**src/rtl/adder_seq.sv**
```systemverilog
// Multi-cycle chunked adder: adds two WIDTH-bit operands CHUNK bits per clock.
// Optional subtract mode is enabled by defining ADDER_SEQ_SUB_EN.
module adder_seq #(
    parameter int WIDTH = 6,
    parameter int CHUNK = 2
) (
    input  logic             i_w_clk,
    input  logic             i_w_reset,
    input  logic             i_w_start,
    input  logic [WIDTH-1:0] i_w_a,
    input  logic [WIDTH-1:0] i_w_b,
`ifdef ADDER_SEQ_SUB_EN
    input  logic             i_w_sub,
`endif
    output logic             o_w_busy,
    output logic             o_w_done,
    output logic [WIDTH:0]   o_w_s
);

    localparam int NCHUNK = (WIDTH + CHUNK - 1) / CHUNK;
    localparam int EXT    = NCHUNK * CHUNK;
    localparam int IDXW   = (NCHUNK > 1) ? $clog2(NCHUNK) : 1;
    localparam logic [EXT-1:0] MASK = EXT'({CHUNK{1'b1}});

    typedef enum logic [1:0] {S_IDLE, S_RUN, S_DONE} state_t;

    state_t          r_state;
    logic [EXT-1:0]  r_a;
    logic [EXT-1:0]  r_b;
    logic [EXT-1:0]  r_sum;
    logic            r_carry;
    logic [IDXW-1:0] r_idx;

    logic [31:0]     w_sh;
    logic [CHUNK-1:0] w_ca;
    logic [CHUNK-1:0] w_cb;
    logic [CHUNK:0]  w_csum;
    logic [EXT-1:0]  w_sum_next;
    logic [EXT:0]    w_ext;
    logic [WIDTH-1:0] w_b_in;
    logic            w_c0;
    logic            w_last;

    // Subtraction is A + ~B + 1; B is inverted over WIDTH bits only so the
    // zero-extended top chunk still yields the true carry at bit WIDTH.
`ifdef ADDER_SEQ_SUB_EN
    assign w_b_in = i_w_sub ? ~i_w_b : i_w_b;
    assign w_c0   = i_w_sub;
`else
    assign w_b_in = i_w_b;
    assign w_c0   = 1'b0;
`endif

    assign w_sh       = {{(32-IDXW){1'b0}}, r_idx} * 32'(CHUNK);
    assign w_ca       = CHUNK'(r_a >> w_sh);
    assign w_cb       = CHUNK'(r_b >> w_sh);
    assign w_csum     = {1'b0, w_ca} + {1'b0, w_cb} + (CHUNK+1)'(r_carry);
    assign w_sum_next = (r_sum & ~(MASK << w_sh)) | (EXT'(w_csum[CHUNK-1:0]) << w_sh);
    assign w_ext      = {w_csum[CHUNK], w_sum_next};
    assign w_last     = (r_idx == IDXW'(NCHUNK - 1));

    always_ff @(posedge i_w_clk or posedge i_w_reset) begin
        if (i_w_reset) begin
            r_state  <= S_IDLE;
            r_a      <= '0;
            r_b      <= '0;
            r_sum    <= '0;
            r_carry  <= 1'b0;
            r_idx    <= '0;
            o_w_busy <= 1'b0;
            o_w_done <= 1'b0;
            o_w_s    <= '0;
        end else begin
            case (r_state)
                S_IDLE, S_DONE: begin
                    o_w_done <= 1'b0;
                    if (i_w_start) begin
                        r_a      <= EXT'(i_w_a);
                        r_b      <= EXT'(w_b_in);
                        r_sum    <= '0;
                        r_carry  <= w_c0;
                        r_idx    <= '0;
                        o_w_busy <= 1'b1;
                        r_state  <= S_RUN;
                    end else begin
                        o_w_busy <= 1'b0;
                        r_state  <= S_IDLE;
                    end
                end
                S_RUN: begin
                    r_sum   <= w_sum_next;
                    r_carry <= w_csum[CHUNK];
                    r_idx   <= r_idx + 1'b1;
                    if (w_last) begin
                        o_w_s    <= (WIDTH+1)'(w_ext);
                        o_w_busy <= 1'b0;
                        o_w_done <= 1'b1;
                        r_state  <= S_DONE;
                    end
                end
                default: begin
                    o_w_busy <= 1'b0;
                    o_w_done <= 1'b0;
                    r_state  <= S_IDLE;
                end
            endcase
        end
    end

endmodule
```
**config.mk**
```make
export PLATFORM = sky130hd
export DESIGN_NAME = adder_seq
export DESIGN_NICKNAME = d
export VERILOG_FILES = /design/src/rtl/adder_seq.sv
export SDC_FILE = /design/constraint.sdc
export NUM_CORES = 1
export LEC_CHECK = 0
export CORE_MARGIN = 3
export CORE_UTILIZATION = 40
export CTS_BUF_LIST = sky130_fd_sc_hd__clkbuf_4 sky130_fd_sc_hd__clkbuf_8
export CTS_CLUSTER_DIAMETER = 120
export DETAILED_ROUTE_END_ITERATION = 8
export PLACE_DENSITY = 0.74
export SETUP_SLACK_MARGIN = 0.15
export SYNTH_ARGS = -nofsm -noshare
export SYNTH_HDL_FRONTEND = slang
export SYNTH_SLANG_ARGS = --single-unit
```
**constraint.sdc**
```tcl
create_clock -name i_w_clk -period 2.45 [get_ports i_w_clk]
set_input_delay 0.735 -clock i_w_clk [delete_from_list [all_inputs] [get_ports i_w_clk]]
set_output_delay 0.735 -clock i_w_clk [all_outputs]
set_load 0.005 [all_outputs]
```
==> impl_metrics.csv, run 1 <==
group,metric,value,unit
worst_setup_path,rrSetupSlack,330,ps
timing,slew_viol_final,0,
clock_network,tritoncts,"done",
timing,final-hold-violation-count,0,
clock_network,cts_hold_buf,0,
timing,final.setup.worst_slack,326,ps
finish,layout-drive-gt1-share,0.138,
logic_synthesis,yosysWarnings,0,
run,max-cap-violations,0,
logic_synthesis,syn-mean-instance-area,9.86,um2
worst_setup_path,r2r-start,"r_idx[0]$_DFFE_PP0P_",
routing,ant_nets,0,
clock_network,cts_buffers,5,
clock_network,clk_path_buf_depth,2,
routing,drt_first_pass_iters,4,
worst_setup_path,rr_endpoint,"o_w_s[1]$_DFFE_PP0P_",
worst_setup_path,arrival,2370,ps
grt,grt_pass1_wl,4.42,mm
finish,fill_cells,292,
placed_design,gp_congestion,0.798,
clock_network,cts.clk_slew.worst_paths,90,ps
finish,layout_common_cells,"nand2_1 (48), dfrtp_1 (28), clkdlybuf4s50_1 (23)",
finish,nNetsFinal,186,
routing,vias,1000,
timing,setup_viol,0,
floorplan,core,3130,um2
worst_setup_path,path_max_fanout,5,
logic_synthesis,synth.largest_area_cell,"dfrtp_1",
logic_synthesis,yosys.area.top_type_share,0.537,
logic_synthesis,netlist_area,1350,um2
grt,grtUsageTotal,0.142,
grt,overflow,0,
floorplan,fp.dieW,64.1,um
logic_synthesis,synthCells,137,
clock_network,cts_htree_levels,2,
worst_setup_path,reg2reg_depth,6,
timing,worst_slew_pin_slew,513,ps
timing,clock_skew,6.32,ps
worst_setup_path,endpoint_kind,"register",
routing,drt_iter0_markers,35,
floorplan,initial_core_util,0.432,
power,peakVddDrop,0.524,mV
placed_design,pre_cts_ws,196,ps
power,power_leakage,0.815,nW
timing,rsz0062_at_grt,"false",
clock_network,cts.sinks,29,
routing,drc,0,
routing,wire_per_inst,12.3,um
floorplan,rows,20,
worst_setup_path,crit_required,2700,ps
timing,fmax,471,MHz
logic_synthesis,yosysSeqAreaShare,0.537,
power,p_per_area,1300,nW/um2
floorplan,dieHeight,64.1,um
finish,synthToLayoutAreaGrowth,26.7,%
worst_setup_path,worstPathCellList,"mux2i_1 -> o21ai_0 -> fa_1 -> fa_2 -> a32oi_1 -> o21ai_0",
worst_hold_path,hp-class,"reg -> reg",
placed_design,port_buffers,23,
status,status,"finished, final reports clean",
placed_design,dp_hpwl,1.84,mm
timing,finalCritPeriodShare,0.867,
timing,relSlewSlack,0.658,
grt,grt_max_degree,30,
floorplan,ios,24,
floorplan,dieArea,4110,um2
logic_synthesis,synth_cell_types,26,
logic_synthesis,synthFlopType,"dfrtp_1",
logic_synthesis,syn_nets,157,
worst_hold_path,min-delay-start,"o_w_s[2]$_DFFE_PP0P_",
finish,final_common_cell,"nand2_1",
logic_synthesis,async_reset_ff_frac,1.00,
clock_network,cts-root-buf,"clkbuf_4",
worst_hold_path,holdPathEnd,"o_w_s[2]$_DFFE_PP0P_",
worst_setup_path,startpoint_type,"register",
worst_setup_path,cp_slowest_cell,"fa_2",
routing,via_per_inst,4.74,
worst_hold_path,min_path_cells,2,
logic_synthesis,synth_edf_count,0,
timing,period_needed,2120,ps
finish,num_antenna_cells,0,
logic_synthesis,ys_top_cells_by_area,"dfrtp_1 (54%), nand2_1 (13%), o21ai_0 (3.7%), fa_1 (3.0%), mux2i_1 (3.0%)",
grt,grt_antenna_before_repair,0,
worst_setup_path,slowest_delay,600,ps
worst_setup_path,crit_type,"reg -> reg",
clock_network,insertion_delay,320,ps
logic_synthesis,ys_ff_latch,29,
timing,fin_setup_tns,0,ps
routing,drt_wl_total,2.59,mm
worst_setup_path,cpMostUsedCell,"o21ai_0",
grt,first_global_vias,1012,
-- worst max path at each step --
stage / start / endpoint / slack (ps) / cells past startpoint
floorplan: r_idx[0]$_DFFE_PP0P_ / o_w_s[1]$_DFFE_PP0P_ / 300 / 7
global placement: r_idx[0]$_DFFE_PP0P_ / o_w_s[3]$_DFFE_PP0P_ / 300 / 6
detailed placement: r_idx[0]$_DFFE_PP0P_ / o_w_s[3]$_DFFE_PP0P_ / 200 / 6
CTS: r_idx[0]$_DFFE_PP0P_ / o_w_s[3]$_DFFE_PP0P_ / 170 / 6
global route: r_idx[0]$_DFFE_PP0P_ / o_w_s[3]$_DFFE_PP0P_ / 150 / 6
finish: r_idx[0]$_DFFE_PP0P_ / o_w_s[1]$_DFFE_PP0P_ / 330 / 6
-- power by group --
group          internal (mW)  switching (mW)
Combinational          0.531           0.565
Sequential             0.686           0.125
Clock                  0.166           0.159
-- worst max-delay path: cells and delay by family, from the launching register on --
kind                       cells  cell delay, ps
AOI/OAI and AO/OA              3             380
muxes                          1             220
adders and majority gates      2            1020
DFF                            1             430
-- sequential cells by signal, summed over array words and instances (netlist names) --
register,cells
o_w_busy,1
o_w_done,1
o_w_s,7
r_a,6
r_b,6
r_carry,1
r_idx,2
r_state,1
r_sum,4
-- cell usage after synthesis, drive strengths merged (3+ instances only) --
cell type / instances
a22o: 4
a32oi: 4
buf: 7
dfrtp: 29
ha: 3
inv: 7
mux2i: 4
nand2: 48
nor2b: 3
o21ai: 10
-- area by class of cell --
type	instances	area (um2)	area share
clock buffers	7	65.1	0.0380
clock inverters	1	5.00	0.00292
inverters	7	26.3	0.0154
multi-input cells	93	551	0.322
flip-flops and latches	29	727	0.425
well taps	44	55.1	0.0322
repair buffers	30	283	0.165
-- stage by stage --
stage	cell area [um2]	power (mW)	std cells	utilization	hold WS, ps
2_1_floorplan	1350	1.56	137	-	445
3_3_place_gp	1630	1.85	202	0.521	460
3_5_place_dp	1630	1.89	202	0.521	466
4_1_cts	1700	2.23	210	0.544	488
5_1_grt	1710	2.43	211	0.547	499
6_report	1710	2.23	211	0.547	479
-- layer usage --
metal	part of all wire	wire, um	track usage
met1	0.45	1160	0.163
met2	0.46	1200	0.226
met3	0.064	166	0.0598
met4	0.023	60	0.0686
met5	0	0	0
-- cells by family after synthesis --
family	after synthesis	synth area share
AND/OR/NAND/NOR	58	0.177
adder cells (fa/ha/maj)	5	0.0574
buffers and inverters	15	0.0574
AO/OA/AOI/OAI	25	0.133
multiplexers	5	0.0380
flip-flops	29	0.537
-- what timing repair did --
item / CTS / global route
gates resized for setup: 0 / 3
endpoints found under the setup margin: 0 / 5
buffers inserted: 0 / 1
Note: power is estimated with default switching activity, not from simulation.
==> run 2, diff against run 1 <==
--- a/config.mk
+++ b/config.mk
@@ -10,6 +10,7 @@
 export CTS_BUF_LIST = sky130_fd_sc_hd__clkbuf_4 sky130_fd_sc_hd__clkbuf_8
 export CTS_CLUSTER_DIAMETER = 120
 export DETAILED_ROUTE_END_ITERATION = 8
+export GPL_TIMING_DRIVEN = 0
 export PLACE_DENSITY = 0.74
 export SETUP_SLACK_MARGIN = 0.15
 export SYNTH_ARGS = -nofsm -noshare
==> constraint.sdc (replaced) <==
create_clock -name i_w_clk -period 2.45 [get_ports i_w_clk]
set_input_delay 0.49 -clock i_w_clk [delete_from_list [all_inputs] [get_ports i_w_clk]]
set_output_delay 0.49 -clock i_w_clk [all_outputs]
set_load 0.005 [all_outputs]
==> impl_metrics.csv, run 2 (synthesis gave the netlist of run 1 again) <==
group,metric,value,unit
timing,setup_viol,0,
run,max-cap-violations,0,
finish,nNetsFinal,187,
placed_design,gp_congestion,0.757,
finish,regMostFlops,"o_w_s",
clock_network,clk_path_buf_depth,2,
timing,fmax,472,MHz
worst_setup_path,crit_type,"reg -> reg",
placed_design,dp_hpwl,1.96,mm
power,p_per_area,1310,nW/um2
worst_hold_path,hp-class,"reg -> reg",
routing,ant_nets,0,
floorplan,dieHeight,64.1,um
routing,drt_first_pass_iters,4,
finish,utilization,0.544,
clock_network,insertion_delay,330,ps
finish,reg_top3,"o_w_s (7), r_a (6), r_b (6)",
worst_hold_path,min-delay-start,"r_b[1]$_DFFE_PP0P_",
worst_setup_path,crit_required,2670,ps
clock_network,cts-root-buf,"clkbuf_4",
routing,drt_iter0_markers,34,
worst_setup_path,r2r-start,"r_idx[0]$_DFFE_PP0P_",
worst_setup_path,rrSetupSlack,330,ps
timing,slew_viol_final,0,
floorplan,rows,20,
floorplan,fp.dieW,64.1,um
routing,wire_per_inst,12.5,um
clock_network,cts_hold_buf,0,
grt,grt_max_degree,30,
timing,final.setup.worst_slack,330,ps
timing,fin_setup_tns,0,ps
finish,final_common_cell,"nand2_1",
grt,overflow,0,
clock_network,cts.clk_slew.worst_paths,90,ps
placed_design,port_buffers,23,
timing,relSlewSlack,0.297,
grt,grtUsageTotal,0.146,
finish,layout_common_cells,"nand2_1 (48), dfrtp_1 (29), clkdlybuf4s50_1 (23)",
timing,final-hold-violation-count,0,
timing,finalCritPeriodShare,0.865,
clock_network,cts_htree_levels,2,
worst_setup_path,rr_endpoint,"o_w_s[3]$_DFFE_PP0P_",
floorplan,initial_core_util,0.432,
grt,grt_antenna_before_repair,0,
routing,via_per_inst,4.82,
power,peakVddDrop,0.710,mV
worst_setup_path,endpoint_kind,"register",
clock_network,cts.sinks,29,
routing,drc,0,
timing,period_needed,2120,ps
clock_network,cts_buffers,5,
worst_setup_path,arrival,2340,ps
worst_setup_path,reg2reg_depth,7,
clock_network,cts_setup_buffers,0,
worst_setup_path,path_max_fanout,6,
worst_setup_path,startpoint_type,"register",
finish,layout-drive-gt1-share,0.138,
finish,num_antenna_cells,0,
placed_design,pre_cts_ws,95.3,ps
worst_hold_path,min_path_cells,2,
clock_network,tritoncts,"done",
grt,grt_pass1_wl,4.53,mm
power,power_leakage,0.809,nW
worst_hold_path,holdPathEnd,"r_b[1]$_DFFE_PP0P_",
floorplan,dieArea,4110,um2
floorplan,core,3130,um2
timing,worst_slew_pin_slew,1050,ps
timing,hold_slack,480,ps
grt,first_global_vias,1041,
timing,rsz0062_at_grt,"false",
routing,vias,1017,
status,status,"finished, final reports clean",
finish,fill_cells,301,
finish,largest_reg_flops,7,
finish,synthToLayoutAreaGrowth,26.0,%
timing,clock_skew,9.98,ps
routing,drt_wl_total,2.64,mm
floorplan,ios,24,
run 2: routing by layer:
metal | GRT usage | share of wire
met2 | 0.243 | 0.48
met3 | 0.0422 | 0.052
met4 | 0.0792 | 0.026
met5 | 0 | 0
met1 | 0.169 | 0.44
run 2: repair_timing:
item | in CTS | in global routing
resized for setup | 2 | 3
pin swaps | 1 | 1
hold endpoints to repair | 0 | 0
endpoints found under the setup margin | 3 | 3
run 2: stage by stage:
stage	power, mW	instances	cell area, um2
floorplan	1.56	137	1350
global placement	1.87	204	1640
detailed placement	1.92	204	1640
CTS	2.25	211	1700
global route	2.44	211	1700
finish	2.24	211	1700
run 2: worst max path at each step:
stage,from,to,slack [ps],depth (start not counted)
after floorplan,r_idx[0]$_DFFE_PP0P_,o_w_s[1]$_DFFE_PP0P_,300,7
after global placement,r_idx[0]$_DFFE_PP0P_,o_w_s[1]$_DFFE_PP0P_,140,7
after detailed placement,r_idx[0]$_DFFE_PP0P_,o_w_s[3]$_DFFE_PP0P_,100,7
after CTS,r_idx[0]$_DFFE_PP0P_,o_w_s[3]$_DFFE_PP0P_,210,7
after global routing,r_idx[0]$_DFFE_PP0P_,o_w_s[1]$_DFFE_PP0P_,160,7
final,r_idx[0]$_DFFE_PP0P_,o_w_s[3]$_DFFE_PP0P_,330,7
run 2: cell type report:
class / instances / area [um2] / area share
Multi-Input combinational cell: 93 / 553 / 0.325
Tap cell: 44 / 55.1 / 0.0323
Sequential cell: 29 / 726 / 0.426
Timing Repair Buffer: 23 / 230 / 0.135
Inverter: 7 / 26.3 / 0.0154
Clock buffer: 7 / 58.8 / 0.0345
Buffer: 8 / 53.8 / 0.0316
run 2: worst max-delay path, cell delays in order, from the launching register on:
cell and delay [ps]:
dfrtp_1 360, buf_4 160, mux2i_1 190, o21ai_1 110, fa_2 380, fa_2 510, a32oi_1 230, o21ai_1 80
run 2: power breakdown:
| group | switching [mW] | total [mW] | internal [mW] | leakage [nW] |
|---|---|---|---|---|
| sequential | 0.111 | 0.795 | 0.684 | 0.370 |
| clock | 0.161 | 0.307 | 0.146 | 0.0348 |
| combinational | 0.583 | 1.14 | 0.552 | 0.404 |
==> run 3, diff against run 2 <==
--- a/config.mk
+++ b/config.mk
@@ -11,8 +11,9 @@
 export CTS_CLUSTER_DIAMETER = 120
 export DETAILED_ROUTE_END_ITERATION = 8
 export GPL_TIMING_DRIVEN = 0
-export PLACE_DENSITY = 0.74
+export PLACE_DENSITY = 0.77
 export SETUP_SLACK_MARGIN = 0.15
+export SLEW_MARGIN = 10
 export SYNTH_ARGS = -nofsm -noshare
 export SYNTH_HDL_FRONTEND = slang
 export SYNTH_SLANG_ARGS = --single-unit
==> constraint.sdc (replaced) <==
create_clock -name i_w_clk -period 1.92 [get_ports i_w_clk]
set_input_delay 0.384 -clock i_w_clk [delete_from_list [all_inputs] [get_ports i_w_clk]]
set_output_delay 0.384 -clock i_w_clk [all_outputs]
set_load 0.005 [all_outputs]
==> impl_metrics.csv, run 3 (synthesis gave the netlist of run 1 again) <==
group,metric,value,unit
routing,vias,1051,
power,peakVddDrop,0.655,mV
timing,final.setup.worst_slack,-196,ps
clock_network,tritoncts,"done",
routing,drc,0,
timing,setup_viol,6,
status,status,"complete, but fails checks",
worst_setup_path,crit_required,2130,ps
clock_network,clk_path_buf_depth,2,
timing,finalCritPeriodShare,1.10,
routing,drt_wl_total,2.67,mm
run,max-cap-violations,0,
finish,multi_input_area,579,um2
routing,via_per_inst,4.89,
grt,first_global_vias,1003,
clock_network,cts_buffers,5,
grt,grt_max_degree,30,
clock_network,cts_hold_buf,0,
worst_setup_path,cp_slowest_cell,"fa_2",
clock_network,cts.clk_slew.worst_paths,90,ps
grt,grtUsageTotal,0.148,
timing,fmax,473,MHz
timing,period_needed,2120,ps
worst_setup_path,endpoint_kind,"register",
placed_design,port_buffers,23,
status,violations,"negative setup slack",
floorplan,core,3130,um2
finish,synthToLayoutAreaGrowth,30.0,%
finish,nNetsFinal,190,
grt,grtUsageMet2,0.252,
finish,fill_cells,282,
grt,overflow,0,
finish,num_antenna_cells,0,
placed_design,dp_cells,204,
clock_network,cts_htree_levels,2,
placed_design,gp_congestion,0.779,
worst_setup_path,path_delay_family,"adder cells",
floorplan,rows,20,
timing,rsz0062_at_grt,"true",
finish,layout_common_cells,"nand2_1 (47), dfrtp_1 (29), clkdlybuf4s50_1 (23)",
worst_setup_path,path_max_fanout,6,
routing,drt_iter0_markers,47,
finish,instances_no_fill,215,
grt,gr-usage-met1,0.170,
grt,met3_usage,0.0580,
finish,regMostFlops,"o_w_s",
finish,layout-drive-gt1-share,0.187,
timing,worst_slew_pin_slew,1020,ps
worst_setup_path,slowest_delay,480,ps
floorplan,dieArea,4110,um2
worst_setup_path,startpoint_type,"register",
clock_network,cts-root-buf,"clkbuf_4",
worst_setup_path,crit_type,"reg -> reg",
timing,hold_slack,472,ps
finish,seqCellArea,726,um2
routing,drt_first_pass_iters,4,
timing,relSlewSlack,0.318,
clock_network,cts.sinks,29,
floorplan,initial_core_util,0.432,
power,p_per_area,1710,nW/um2
routing,wire_per_inst,12.4,um
finish,reg_top3,"o_w_s (7), r_a (6), r_b (6)",
worst_setup_path,cpMostUsedCell,"fa_2",
floorplan,ios,24,
power,power_leakage,0.830,nW
grt,grt_antenna_before_repair,0,
worst_setup_path,worst-path-buf-inv,2,
placed_design,dp_hpwl,1.90,mm
timing,slew_viol_final,0,
timing,clock_skew,3.89,ps
grt,grt_pass1_wl,4.53,mm
floorplan,fp.dieW,64.1,um
finish,largest_reg_flops,7,
clock_network,insertion_delay,330,ps
worst_setup_path,arrival,2330,ps
worst_setup_path,worstPathCellList,"buf_6 -> buf_4 -> nor2b_4 -> nand2_1 -> o21ai_2 -> fa_2 -> fa_2 -> a32oi_1 -> o21ai_1",
worst_hold_path,hp-class,"in -> async",
floorplan,dieHeight,64.1,um
grt,grt.busiest_layer,"met2",
timing,final-hold-violation-count,0,
finish,final_common_cell,"nand2_1",
routing,ant_nets,0,
==> run 3: cell types whose count changed in the layout (fill, tap and decap cells not counted), sizes merged <==
cell	delta
inv	-1
clkinv	+1
clkbuf	+1
buf	+3
==> run 3: final cells by class <==
| type | count | share of cell area |
|---|---|---|
| tap | 44 | 0.0313 |
| clock buffer | 8 | 0.0342 |
| sequential | 29 | 0.413 |
| buffer | 8 | 0.0328 |
| inverter | 7 | 0.0150 |
| multi-input combinational | 93 | 0.330 |
| timing repair buffer | 26 | 0.144 |
==> run 3: worst register-to-register path: stages (launching register included) <==
cell	delay (ps)
dfrtp_1	400
buf_6	140
buf_4	140
nor2b_4	150
nand2_1	80
o21ai_2	70
fa_2	220
fa_2	480
a32oi_1	240
o21ai_1	80
==> run 3: final timing paths <==
check	from	endpoint	slack [ps]	cells past startpoint
worst min-delay path	i_w_reset	r_a[2]$_DFFE_PP0P_	470	2
min in group i_w_clk	r_b[1]$_DFFE_PP0P_	r_b[1]$_DFFE_PP0P_	480	2
worst max-delay path	r_idx[0]$_DFFE_PP0P_	o_w_s[3]$_DFFE_PP0P_	-200	9
max in group asynchronous	i_w_reset	o_w_s[0]$_DFFE_PP0P_	980	2
worst min register to register	r_b[1]$_DFFE_PP0P_	r_b[1]$_DFFE_PP0P_	480	2
worst max register to register	r_idx[0]$_DFFE_PP0P_	o_w_s[3]$_DFFE_PP0P_	-200	9
==> run 3: layer usage <==
metal / share of wire / up-vias
met5: 0 / -
met4: 0.014 / 0
met3: 0.065 / 3
met2: 0.49 / 32
met1: 0.43 / 494
li1: - / 522
==> run 3: where the power goes <==
group | internal, mW | switching [mW] | total (mW)
Combinational | 0.788 | 0.801 | 1.59
Sequential | 0.873 | 0.155 | 1.03
Clock | 0.188 | 0.207 | 0.395
==> run 3: through the flow <==
stage	utilization	setup TNS (ps)	worst slack, ps	area [um2]	power [mW]
after floorplan	-	-76.3	-38.2	1360	2.04
after global placement	0.527	-603	-168	1650	2.44
after detailed placement	0.527	-609	-170	1650	2.50
after CTS	0.548	-546	-158	1720	2.92
after global routing	0.562	-1440	-302	1760	3.28
final	0.562	-731	-196	1760	3.01
==> run 3: repair_timing <==
action	CTS	global route
pin swaps	3	5
endpoints found under the hold margin	0	0
gates resized for setup	2	9
setup endpoints to repair	11	12
cloned	0	0
setup buffers	1	2
==> variant 1: new RTL, settings of run 2 <==
`WIDTH`: 6 -> 3.
--- a/src/rtl/adder_seq.sv
+++ b/src/rtl/adder_seq.sv
@@ -1,7 +1,7 @@
 // Multi-cycle chunked adder: adds two WIDTH-bit operands CHUNK bits per clock.
 // Optional subtract mode is enabled by defining ADDER_SEQ_SUB_EN.
 module adder_seq #(
-    parameter int WIDTH = 6,
+    parameter int WIDTH = 3,
     parameter int CHUNK = 2
 ) (
     input  logic             i_w_clk,
Ports: changed (resized i_w_a, i_w_b and o_w_s); port bits go from 24 to 15. The function was not compared with the original's and may differ.
==> variant 1 against run 2 <==
  * Clock skew down 0.0035 ns
  * Global-route usage shrank 2.8 points
  * Sequential share of layout area increased by 1.5 points
  * Worst setup slack improved by 0.14 ns
  * Final area down 43%
  * Die area decreased by 40%
  * Routed wire length shrank 53%
  * Sequential cell count fell by 12
  * Area after synthesis decreased by 44%
  * Hold slack hardly changed
  * Power fell by 45%
  * Critical path type unchanged
  * Largest cell class unchanged
  * Highest routed layer unchanged
==> variant 1: results (changes against run 2) <==
- Status: finished, final reports clean
- Clock Latency Late Sink: 0.29 ns (-0.04 ns)
- Max-Slew Margin vs Limit: 0.576 (+0.280)
- Worst Reg-to-Reg Cells: 6 (-1)
- WL final: 1250 um (-53%)
- Biggest regs: o_w_s (4), r_a (3), r_b (3)
- Critical R2R Capture: r_sum[1]$_DFFE_PP0P_
- Depth of the CTS H-tree: 1 (-1)
- First-pass GRT wire length: 2200 um (-51%)
- Most frequent cells after synthesis: dfrtp_1, nand2_1, mux2_2
- Gr usage total: 0.119 (-0.0275)
- Max stage delay cell, worst path: fa_1
- Skew final: 0.00651 ns (-0.00346 ns)
- WP data arrival: 2.16 ns (-0.18 ns)
- Post-CTS sizing: 0 (-2)
- Vias in the first global route: 519 (-50%)
- Post-DP HPWL: 940 um (-52%)
- Post-synthesis adder-cell area fraction: 0.0525 (-0.00495)
- Fin Hold WS: 0.480 ns (+0.000182 ns)
- Hold Crit Start: o_w_s[1]$_DFFE_PP0P_
- Fmax: 0.506 GHz (+7.3%)
- Vias per Instance: 4.70 (-2.6%)
- Placed Instances: 101 (-50%)
- Cell leakage power: 0.462 nW (-43%)
- Largest net degree at the start of global routing: 18 (-40%)
- Maximum vdd drop: 576 uV (-19%)
- GP Congestion: 0.724 (-4.4%)
- Placed Area: 935 um^2 (-43%)
- Compound-Gate Fraction of Synth Area: 0.0869 (-0.0464)
==> variant 1: cell types whose count changed in the layout (fill, tap and decap cells not counted), sizes merged, moves of 5 or more <==
cell and change:
dfrtp -12, o21ai -9, nand2 -37, mux2 +5, clkdlybuf4s50 -9
==> variant 1: worst max-delay path by stage <==
stage / startpoint / endpoint / depth (start not counted)
3_3_place_gp: r_idx$_DFFE_PP0P_ / r_sum[1]$_DFFE_PP0P_ / 6
5_1_grt: r_idx$_DFFE_PP0P_ / r_sum[1]$_DFFE_PP0P_ / 6
3_5_place_dp: r_idx$_DFFE_PP0P_ / r_sum[1]$_DFFE_PP0P_ / 6
6_report: r_idx$_DFFE_PP0P_ / r_sum[1]$_DFFE_PP0P_ / 6
2_1_floorplan: r_idx$_DFFE_PP0P_ / r_sum[1]$_DFFE_PP0P_ / 6
4_1_cts: r_idx$_DFFE_PP0P_ / r_sum[1]$_DFFE_PP0P_ / 6
==> variant 1: power breakdown <==
| part | switching (W) | internal (W) |
|---|---|---|
| logic | 0.000271 | 0.000323 |
| clock network | 0.0000879 | 0.0000744 |
| registers | 0.0000672 | 0.000411 |
==> variant 1: area by class of cell <==
cell class	count	area [um^2]
Fill cell	191	800
Clock buffer	4	30.0
Tap cell	25	31.3
Multi-Input combinational cell	36	295
Timing Repair Buffer	14	140
Sequential cell	17	425
Inverter	6	22.5
Buffer	3	20.0
==> variant 1: layer usage <==
layer / part of all wire / track usage / routed length (um) / up-vias
li1: - / - / - / 241
met1: 0.46 / 0.142 / 571 / 234
met2: 0.47 / 0.194 / 583 / 13
met3: 0.046 / 0.0272 / 57 / 5
met4: 0.026 / 0.0691 / 32 / 0
met5: 0 / 0 / 0 / -
==> variant 2: new RTL, flow settings as in run 2 <==
Without the edit above. Re-encode `state_t` (3 states) as one-hot, 3 bits wide.
--- a/src/rtl/adder_seq.sv
+++ b/src/rtl/adder_seq.sv
@@ -22,7 +22,7 @@
     localparam int IDXW   = (NCHUNK > 1) ? $clog2(NCHUNK) : 1;
     localparam logic [EXT-1:0] MASK = EXT'({CHUNK{1'b1}});
 
-    typedef enum logic [1:0] {S_IDLE, S_RUN, S_DONE} state_t;
+    typedef enum logic [2:0] {S_IDLE = 3'b001, S_RUN = 3'b010, S_DONE = 3'b100} state_t;
 
     state_t          r_state;
     logic [EXT-1:0]  r_a;
Formal check against the unedited RTL: no difference found for any inputs over 10 cycles, from zero or initial values and one cycle with i_w_reset high; not proved beyond that.
==> variant 2 against run 2 <==
  * Final area up 16%
  * Worst setup slack got worse by 0.15 ns
  * Area after synthesis rose by 9.0%
  * Die area increased by 8.1%
  * Synthesized cell count shrank 3.6%
  * Clock power is 26% higher
  * First-iteration DRC count rose by 110%
  * Sequential cell count increased by 1
  * Power up 0.84%
  * Non-clock buffer count up 8
  * Hold slack worse by 0.015 ns
  * Routed wire length is 14% higher
  * Critical path type unchanged
==> variant 2: results (changes against run 2) <==
- Placed Instances: 201 (-1.5%)
- Post-synthesis sequential area ratio: 0.511 (-0.0264)
- WP data arrival: 2.44 ns (+0.10 ns)
- CTS Buf Count: 5 (unchanged)
- Yosys warning count: 0 (unchanged)
- Async SR Flop Fraction: 1.00 (unchanged)
- Post-route insts no fill: 217 (+2.8%)
- Initial antenna violation count: 0 (unchanged)
- Final Slew Violations: 0 (unchanged)
- Hold Path Class: flop to flop
- Syn_nets: 152 (-3.2%)
- Nets: 191 (+2.1%)
- First-pass GRT wire length: 4640 um (+2.3%)
- Worst Reg-to-Reg Cells: 8 (+1)
- Root Driver: clkbuf_8
- Max-Slew Margin vs Limit: 0.234 (-0.0622)
- Top cells by area, synth: dfrtp_1, mux2_4, nand2_1, o21ai_0, fa_1
- 1st-iter DRT viols: 71 (+110%)
- Depth of the CTS H-tree: 2 (unchanged)
- Int Pwr: 0.00152 W (+10%)
- Clock Latency Late Sink: 0.28 ns (-0.05 ns)
- Placed Area: 0.00176 mm^2 (+7.6%)
- Clk buf depth: 2 (unchanged)
- Clock-pin slew of the registers on the worst-case setup and hold paths: 0.06 ns (-0.03 ns)
- Hold Crit Start: o_w_s[4]$_DFFE_PP0P_
- Gr usage total: 0.142 (-0.00438)
- Most frequent cells after synthesis: nand2_1, dfrtp_1, o21ai_0
- Antenna diode count: 0 (unchanged)
- Synth unique cells: 25 (-3.8%)
- Skew final: 0.00238 ns (-0.00759 ns)
- WL final: 3010 um (+14%)
- Cell family with most CP delay: adder cells
- Status: finished, final reports clean
- CP max FO: 4 (-2)
- Worst hold path depth: 2 (unchanged)
- Max stage delay cell, worst path: fa_1
- R2R Setup Slk: 0.19 ns (-0.15 ns)
- Cell leakage power: 0.913 nW (+13%)
- Syn Inst Count: 132 (-3.6%)
- GP Congestion: 0.783 (+3.4%)
- Via count: 1062 (+4.4%)
- Top_reg_cell synth: dfrtp_1
- Biggest regs: o_w_s (7), r_a (6), r_b (6)
- Maximum vdd drop: 536 uV (-24%)
- Hold Path End: o_w_s[4]$_DFFE_PP0P_
- Input/output buffers: 23 (unchanged)
- Critical R2R Capture: o_w_s[3]$_DFFE_PP0P_
- Worst r2r src: r_idx[0]$_DFFE_PP0P_
- Post-DP HPWL: 1990 um (+1.7%)
- Largest net degree at the start of global routing: 31 (+3.3%)
- Share of cells above drive strength 1: 0.257 (+0.120)
- Pre-CTS setup slack: -0.0908 ns (-0.186 ns)
- Final setup vio count: 0 (unchanged)
- Drt pass-1 iters: 4 (unchanged)
==> variant 2: what timing repair did <==
item,CTS,global route
gates resized for setup,9,16
setup buffers,2,7
gates cloned,0,0
setup endpoints to repair,5,4
pin swaps,0,6
==> variant 2: final cells by class <==
type                            instances  area (um^2)
Sequential cell                        30          753
Fill cell                             281         1470
Multi-Input combinational cell         91          704
Clock buffer                            7         83.8
Inverter                                4         15.0
Buffer                                  7         60.1
Timing Repair Buffer                   32          298
Tap cell                               46         57.6
==> variant 2: metal layers <==
metal,global-route usage,share of wire
met1,0.165,0.42
met2,0.238,0.52
met3,0.0354,0.036
met4,0.0761,0.025
met5,0,0
==> variant 2: worst register-to-register path: cells and delay by family (launching register included) <==
| kind | cells | cell delay (ns) |
|---|---|---|
| buffers and inverters | 1 | 0.12 |
| muxes | 1 | 0.23 |
| and+or+nand+nor | 2 | 0.28 |
| AOI/OAI and AO/OA | 2 | 0.23 |
| DFF | 1 | 0.38 |
| adders and majority gates | 2 | 0.92 |
==> variant 2: worst max-delay path by stage <==
stage	from	endpoint	slack, ns	cells past startpoint
floorplan	r_idx[0]$_DFFE_PP0P_	r_sum[3]$_DFFE_PP0P_	0.18	8
global placement	r_idx[0]$_DFFE_PP0P_	r_sum[1]$_DFFE_PP0P_	-0.06	8
detailed placement	r_idx[0]$_DFFE_PP0P_	r_sum[1]$_DFFE_PP0P_	-0.09	8
CTS	r_idx[1]$_DFFE_PP0P_	r_sum[3]$_DFFE_PP0P_	0.19	9
global route	r_idx[0]$_DFFE_PP0P_	r_sum[1]$_DFFE_PP0P_	0.07	8
finish	r_idx[0]$_DFFE_PP0P_	o_w_s[3]$_DFFE_PP0P_	0.19	8
==> variant 2: through the flow <==
step	setup TNS, ns	hold slack [ns]	utilization
after global routing	0	0.489	0.573
after global placement	-0.236	0.450	0.511
final	0	0.466	0.573
after CTS	0	0.470	0.546
after floorplan	0	0.462	-
after detailed placement	-0.309	0.457	0.511
==> variant 2: logic make-up after synthesis <==
kind of cell	after synthesis	synth area share
and+or+nand+nor	48	0.167
muxes	16	0.142
AOI/OAI and AO/OA	21	0.0773
adders and majority gates	5	0.0527
DFF	30	0.511
xor gates and xnor gates	1	0.0110
buffers and inverters	11	0.0391
==> variant 2: power groups by stage <==
| stage | Combinational, W | Clock, W | Sequential, W |
|---|---|---|---|
| finish | 0.00105 | 0.000386 | 0.000825 |
| global route | 0.00115 | 0.000414 | 0.000848 |
| CTS | 0.000920 | 0.000395 | 0.000811 |
| detailed placement | 0.000869 | 0 | 0.000821 |
| global placement | 0.000841 | 0 | 0.000811 |
| floorplan | 0.000633 | 0 | 0.000793 |
